==> config.mk <==
export PLATFORM = sky130hd
export DESIGN_NAME = conv1_acc_drain
export DESIGN_NICKNAME = d
export VERILOG_FILES = /design/src/rtl/conv1_acc_drain.sv
export SDC_FILE = /design/constraint.sdc
export NUM_CORES = 2
export LEC_CHECK = 0
export ABC_AREA = 1
export ABC_CLOCK_PERIOD_IN_PS = 4900
export CAP_MARGIN = 20
export CORE_AREA = 2 2 417 419
export CTS_CLUSTER_DIAMETER = 60
export CTS_CLUSTER_SIZE = 24
export DETAILED_ROUTE_END_ITERATION = 7
export DIE_AREA = 0 0 419 421
export GPL_ROUTABILITY_DRIVEN = 1
export PLACE_DENSITY_LB_ADDON = 0.15
export SLEW_MARGIN = 20
export SYNTH_ARGS = -nofsm -noshare
export SYNTH_HDL_FRONTEND = slang
export SYNTH_SLANG_ARGS = --single-unit
==> constraint.sdc <==
create_clock -name clk -period 4.9 [get_ports clk]
set_clock_uncertainty 0.05 [all_clocks]
set_input_delay 1.225 -clock clk [delete_from_list [all_inputs] [get_ports clk]]
set_output_delay 1.225 -clock clk [all_outputs]
set_load 0.02 [all_outputs]
==> src/rtl/conv1_acc_drain.sv <==
// Counts heap accumulate beats, snapshots 64 channel sums per pixel and serializes them (optional ReLU).
// First word two cycles after the last beat; out_rdy low holds the word, and halt stalls beats if the next pixel would finish mid-drain.
module conv1_acc_drain #(
   parameter int CHN       = 64,
   parameter int DW        = 16,
   parameter int ACC_BEATS = 75,
   parameter int AW        = 6,
   parameter int RELU      = 1
) (
   input  logic              clk,
   input  logic              rst,
   input  logic              acc_v_in,
   input  logic [CHN*DW-1:0] acc_data,
   output logic              acc_clr,
   output logic              halt,
   output logic              out_v,
   input  logic              out_rdy,
   output logic [DW-1:0]     out_data,
   output logic [AW-1:0]     out_addr,
   output logic              frame_done,
   output logic [7:0]        frame_cnt,
   output logic              ovf_err
);

   localparam int BW = $clog2(ACC_BEATS);
   localparam logic [BW-1:0] LAST_BEAT = BW'(ACC_BEATS - 1);
   localparam logic [AW-1:0] LAST_CH   = AW'(CHN - 1);

   typedef enum logic [1:0] {RUN, SNAP, DRAIN} state_t;

   state_t            state;
   logic [BW-1:0]     beat_cnt;
   logic [AW-1:0]     idx;
   logic [CHN*DW-1:0] snapshot;
   logic              beat_ok;
   logic              pix_done;
   logic              xfer;
   logic              last_ch;
   logic [DW-1:0]     sum;

   // Halting at the final beat during DRAIN guarantees a pixel never completes mid-drain.
   assign halt     = (state == SNAP) | ((state == DRAIN) & (beat_cnt == LAST_BEAT));
   assign beat_ok  = acc_v_in & ~halt;
   assign pix_done = beat_ok & (beat_cnt == LAST_BEAT);

   assign acc_clr    = (state == SNAP);
   assign out_v      = (state == DRAIN);
   assign out_addr   = idx;
   assign xfer       = out_v & out_rdy;
   assign last_ch    = (idx == LAST_CH);
   assign frame_done = xfer & last_ch;

   assign sum      = snapshot[idx*DW +: DW];
   assign out_data = ((RELU != 0) && sum[DW-1]) ? '0 : sum;

   always_ff @(posedge clk) begin
      if (!rst) begin
         state     <= RUN;
         beat_cnt  <= '0;
         idx       <= '0;
         snapshot  <= '0;
         frame_cnt <= '0;
         ovf_err   <= 1'b0;
      end else begin
         if (beat_ok)
            beat_cnt <= pix_done ? '0 : beat_cnt + 1'b1;
         if (acc_v_in & halt)
            ovf_err <= 1'b1;
         case (state)
            RUN: begin
               if (pix_done)
                  state <= SNAP;
            end
            SNAP: begin
               // Heap shows the last beat's sum one cycle late, so capture here.
               snapshot <= acc_data;
               idx      <= '0;
               state    <= DRAIN;
            end
            DRAIN: begin
               if (xfer) begin
                  idx <= idx + 1'b1;
                  if (last_ch) begin
                     state     <= RUN;
                     frame_cnt <= frame_cnt + 8'd1;
                  end
               end
            end
            default: state <= RUN;
         endcase
      end
   end

endmodule

* Word level (Yosys, flattened, before mapping)
Index checks and enable logic that the tools add are counted.
Cells by class: shift-type cells 1, equality and inequality tests 7, add/sub/neg operators 3, reductions and logical operators 5, muxes and demuxes 8, bitwise logic cells 8
Operators with widths (number):
- $shiftx A1024 B11 Y16 | 1
- $mux W15 | 1
- $pmux W6 S2 | 1
- $add A8 B1 Y8 const B | 1
- $add A7 B1 Y7 const B | 1
- $eq A7 B7 Y1 const B | 1
- $mux W7 | 1
- $add A6 B1 Y6 const B | 1
- $and A1 B1 Y1 | 6
- $eq A6 B6 Y1 const B | 1
- $mux W2 | 3
- $mux W6 | 1
- $pmux W2 S3 | 1
- $reduce_and A3 Y1 | 2
- $ne A2 B1 Y1 const B | 2
- $eq A2 B1 Y1 const B | 1
- $eq A2 B2 Y1 const B | 1
- $logic_not A2 Y1 | 1
- $ne A2 B2 Y1 const B | 1
- $reduce_and A2 Y1 | 1
- $reduce_bool A2 Y1 | 1
- $not A1 Y1 | 1
- $or A1 B1 Y1 | 1
Storage, ports and cells: bits in registers 1048, output and inout bits 35

* Depth between registers and ports, before layout
word-level depth 8, gate-level depth with buffers 13, gate-level depth less buffers 12

* Worst setup path after synthesis
OpenSTA, ideal clock, no wires.
kind reg-to-output, start register idx[1], in the netlist out_addr[1], end output out_data[10], data required time 3.625 ns, cell stages (with the launch flop) 12, arrival time 1.800 ns, slack 1.825 ns, cells stage by stage dfxtp_1 -> buf_2 -> buf_2 -> nand3_1 -> nand3_1 -> nand2_1 -> nand2_1 -> nand3_1 -> nand3_1 -> nand2_1 -> buf_4 -> nor2_1
Between the ends: cells in the longest elaborated chain, start to end 2
Ends and longest elaborated chain:
- start, declared | line 33 | logic [AW-1:0] idx;
- start signal, assigned | line 82 | idx <= idx + 1'b1;
- $shiftx A1024 B11 Y16 | line 53 | assign sum = snapshot[idx*DW +: DW];
- $mux W15 | line 54 | assign out_data = ((RELU != 0) && sum[DW-1]) ? '0 : sum;
- end, declared | line 18 | output logic [DW-1:0] out_data,
Every way passes these cells.

* Worst setup path in the final report
start register idx[1], in the netlist out_addr[1], end output out_data[0]
Same word-level chain as after synthesis.

==> impl_metrics.toml <==
[timing]
fmax_mhz = 210
hold_ws_ps = 390
min_period_ps = 4760
hold_violations = 0
tightest_slew_ps = 1160
slew_violations = 0
final.period_utilization = 0.972
max-slew-margin-rel = 0.224
rsz0062_at_grt = "yes"
finalSetupTns_ps = 0
setup-violations-final = 0

[layout]
area_delta_synth_final_pct = 36.5
final_nets = 8775
drive_gt1_frac = 0.0448
fin_util = 0.367
fillers = 18700

[critical_path]
worst-setup-path-type = "flop to output pin"
crit_path_start = "out_addr[1]"
r2r_slack_ps = 1510
critPathArrivalTime_ps = 3490
cp-start-kind = "flop"
crit_buf_inv = 3
cp.required_ps = 3620
timing.rr.start = "state[0]"
rr_endpoint = "snapshot[360]"
crit_path_max_fanout = 48
path_depth = 11
end_kind = "output pin"
slowest_delay_ps = 610
worst_path_most_repeated_cell = "nand3_1"
slowest_stage = "dfxtp_4"
critPathTopFamily = "simple AND/OR/NAND/NOR gates"
crit_chain = "buf_16, nand3_1, nand3_1, nand2_1, nand2_1, nand3_1, nand3_1, nand2_1, buf_4, nor2_1, buf_12"
reg2reg_depth = 7

[clock_network]
clk_pin_slew_ps = 60
htreeDepth = 3
cts_inserted_buffers = 112
tritoncts = "yes"
worstSkewPairLatency_ps = 740
cts_sinks = 1048
cts_hold_buffers = 0
clockBufferDepth = 3
root_buffer = "clkbuf_16"

[synthesis]
syn_area_mm2 = 0.0463
synth-seq-cells = 1048
syn_nets = 8064
ys_top_cells_by_area = "dfxtp_1 (45%), nor2_1 (17%), nand2_1 (11%), o21ai_0 (11%), nand3_1 (9.1%)"
yosysWarningCount = 0
synth_top_cell_by_area = "dfxtp_1"
ys_types = 27
synthCells = 7032
seq_area_frac_synth = 0.453
yosysTopAreaCellShare = 0.453
avgSynthCellArea_um2 = 6.59

[flow_run]
cap_violations = 0

[route]
vias = 49700
wl_per_cell_um = 23.0
viasPerCell = 4.87
firstDrtPassIters = 6
dr.first_iter.drc_count = 4426
wirelength_mm = 235
drtAntennaViolNets = 0
drc = 0

[global_routing]
grt_usage = 0.253
grt_pass1_wl_mm = 333
grt_pass1_vias = 48400
grt_overflow = 0
grt_antenna_before_repair = 60
grt_max_degree = 238

[placement]
hpwl_mm = 162
io_buffers = 1061
place_congestion = 0.858

[min_path]
hold_depth = 1
min_from = "state[0]"
min_to = "state[0]"
holdCritPathClass = "flop to flop"

[pwr]
pwr_density_cell_mw_per_mm2 = 300
vdd_drop_max_v = 0.000258
total_power_mw = 19.0
leakagePower_nw = 26.3

[floorplanning]
start_util = 0.269
die_h_um = 421
core_mm2 = 0.172
rows = 153
io_pins = 1063
die_area_mm2 = 0.176
die_w_um = 419

[run_status]
status = "finished clean"
-- flip-flops by register name (all words and copies together), names as in the netlist --
| signal | count |
|---|---|
| beat_cnt | 7 |
| ovf_err | 1 |
| state | 2 |
| frame_cnt | 8 |
| snapshot | 1024 |
| out_addr | 6 |
-- routing by layer --
metal	vias to the layer above	GRT usage	part of all wire
met4	30	0.128	0.050
met3	350	0.0385	0.056
met1	23600	0.314	0.41
met2	1611	0.424	0.48
met5	-	0	0.00075
li1	24100	-	-
-- where the power goes --
part,switching [mW],internal (mW),total (mW)
Sequential,0.00181,8.51,8.51
Clock,4.17,5.16,9.33
Combinational,0.385,0.746,1.13
Total,4.56,14.4,19.0
-- cells by family after synthesis --
family | synth area share
flops | 0.453
other cells | 0.0000810
xor+xnor | 0.000567
simple gates | 0.374
buf+inv | 0.0568
compound gates | 0.114
fa+ha+maj | 0.00108
-- layout make-up --
| type | count | area, um^2 | area share |
|---|---|---|---|
| clock buffers | 131 | 3070 | 0.0485 |
| diodes | 39 | 97.6 | 0.00154 |
| repair buffers | 1163 | 12300 | 0.194 |
| clock inverters | 77 | 961 | 0.0152 |
| flip-flops and latches | 1048 | 21000 | 0.332 |
| multi-input cells | 5389 | 22800 | 0.360 |
| inverters | 29 | 166 | 0.00263 |
| well taps | 2325 | 2910 | 0.0460 |
-- cell usage in the layout, fill, tap and decap left out, types with 4 or more instances in the layout --
cell             instances
nor2_1                2073
nand2_1               1388
clkdlybuf4s50_1       1045
dfxtp_1               1043
o21ai_0               1034
nand3_1                839
clkbuf_16              119
buf_4                   53
buf_12                  41
diode_2                 39
inv_1                   19
a21oi_1                 18
clkinvlp_4              14
inv_6                   13
inv_8                   12
buf_16                  12
clkbuf_8                11
clkinv_2                10
bufinv_16               10
clkinv_4                 9
nand2_2                  7
clkinv_8                 7
nand3_2                  5
bufbuf_16                5
nor3_1                   4
nand4_1                  4
ha_1                     4
clkbuf_1                 4
dfxtp_4                  4
-- metrics by stage --
stage | setup slack (ps) | std cells | instance area (um^2)
after global placement | 609 | 9938 | 58600
after CTS | 0.595 | 10200 | 63000
after floorplan | 1830 | 7032 | 46300
after detailed placement | 614 | 9938 | 58600
after global routing | -0.841 | 10200 | 63200
final | 136 | 10200 | 63200
-- how the worst max path moves through the flow --
stage	to	slack (ps)
after floorplan	out_data[10]	1830
after global placement	out_data[8]	610
after detailed placement	out_data[8]	610
after CTS	out_data[11]	0.6
after global routing	out_data[0]	-0.8
final	out_data[0]	140
-- cell usage after synthesis --
cell type,number
nor2_1,2075
nand2_1,1395
dfxtp_1,1048
o21ai_0,1034
nand3_1,844
clkbuf_1,272
buf_2,256
inv_1,21
buf_4,19
a21oi_1,18
buf_1,18
inv_2,5
ha_1,4
nand4_1,4
nor3_1,4
clkinv_1,3
xor2_1,2
a211oi_1,1
a221oi_1,1
buf_6,1
conb_1,1
nand3b_1,1
nor2_4,1
nor3_2,1
nor3b_2,1
nor4_1,1
xnor2_1,1
-- timing repair --
item / 4_1_cts / 5_1_grt
setup buffers: 6 / 2
endpoints found under the setup margin: 15 / 13
pin swaps: 0 / 0
resized for setup: 23 / 10
cloned: 5 / 3
No activity file was read; power rests on OpenSTA's default activity.
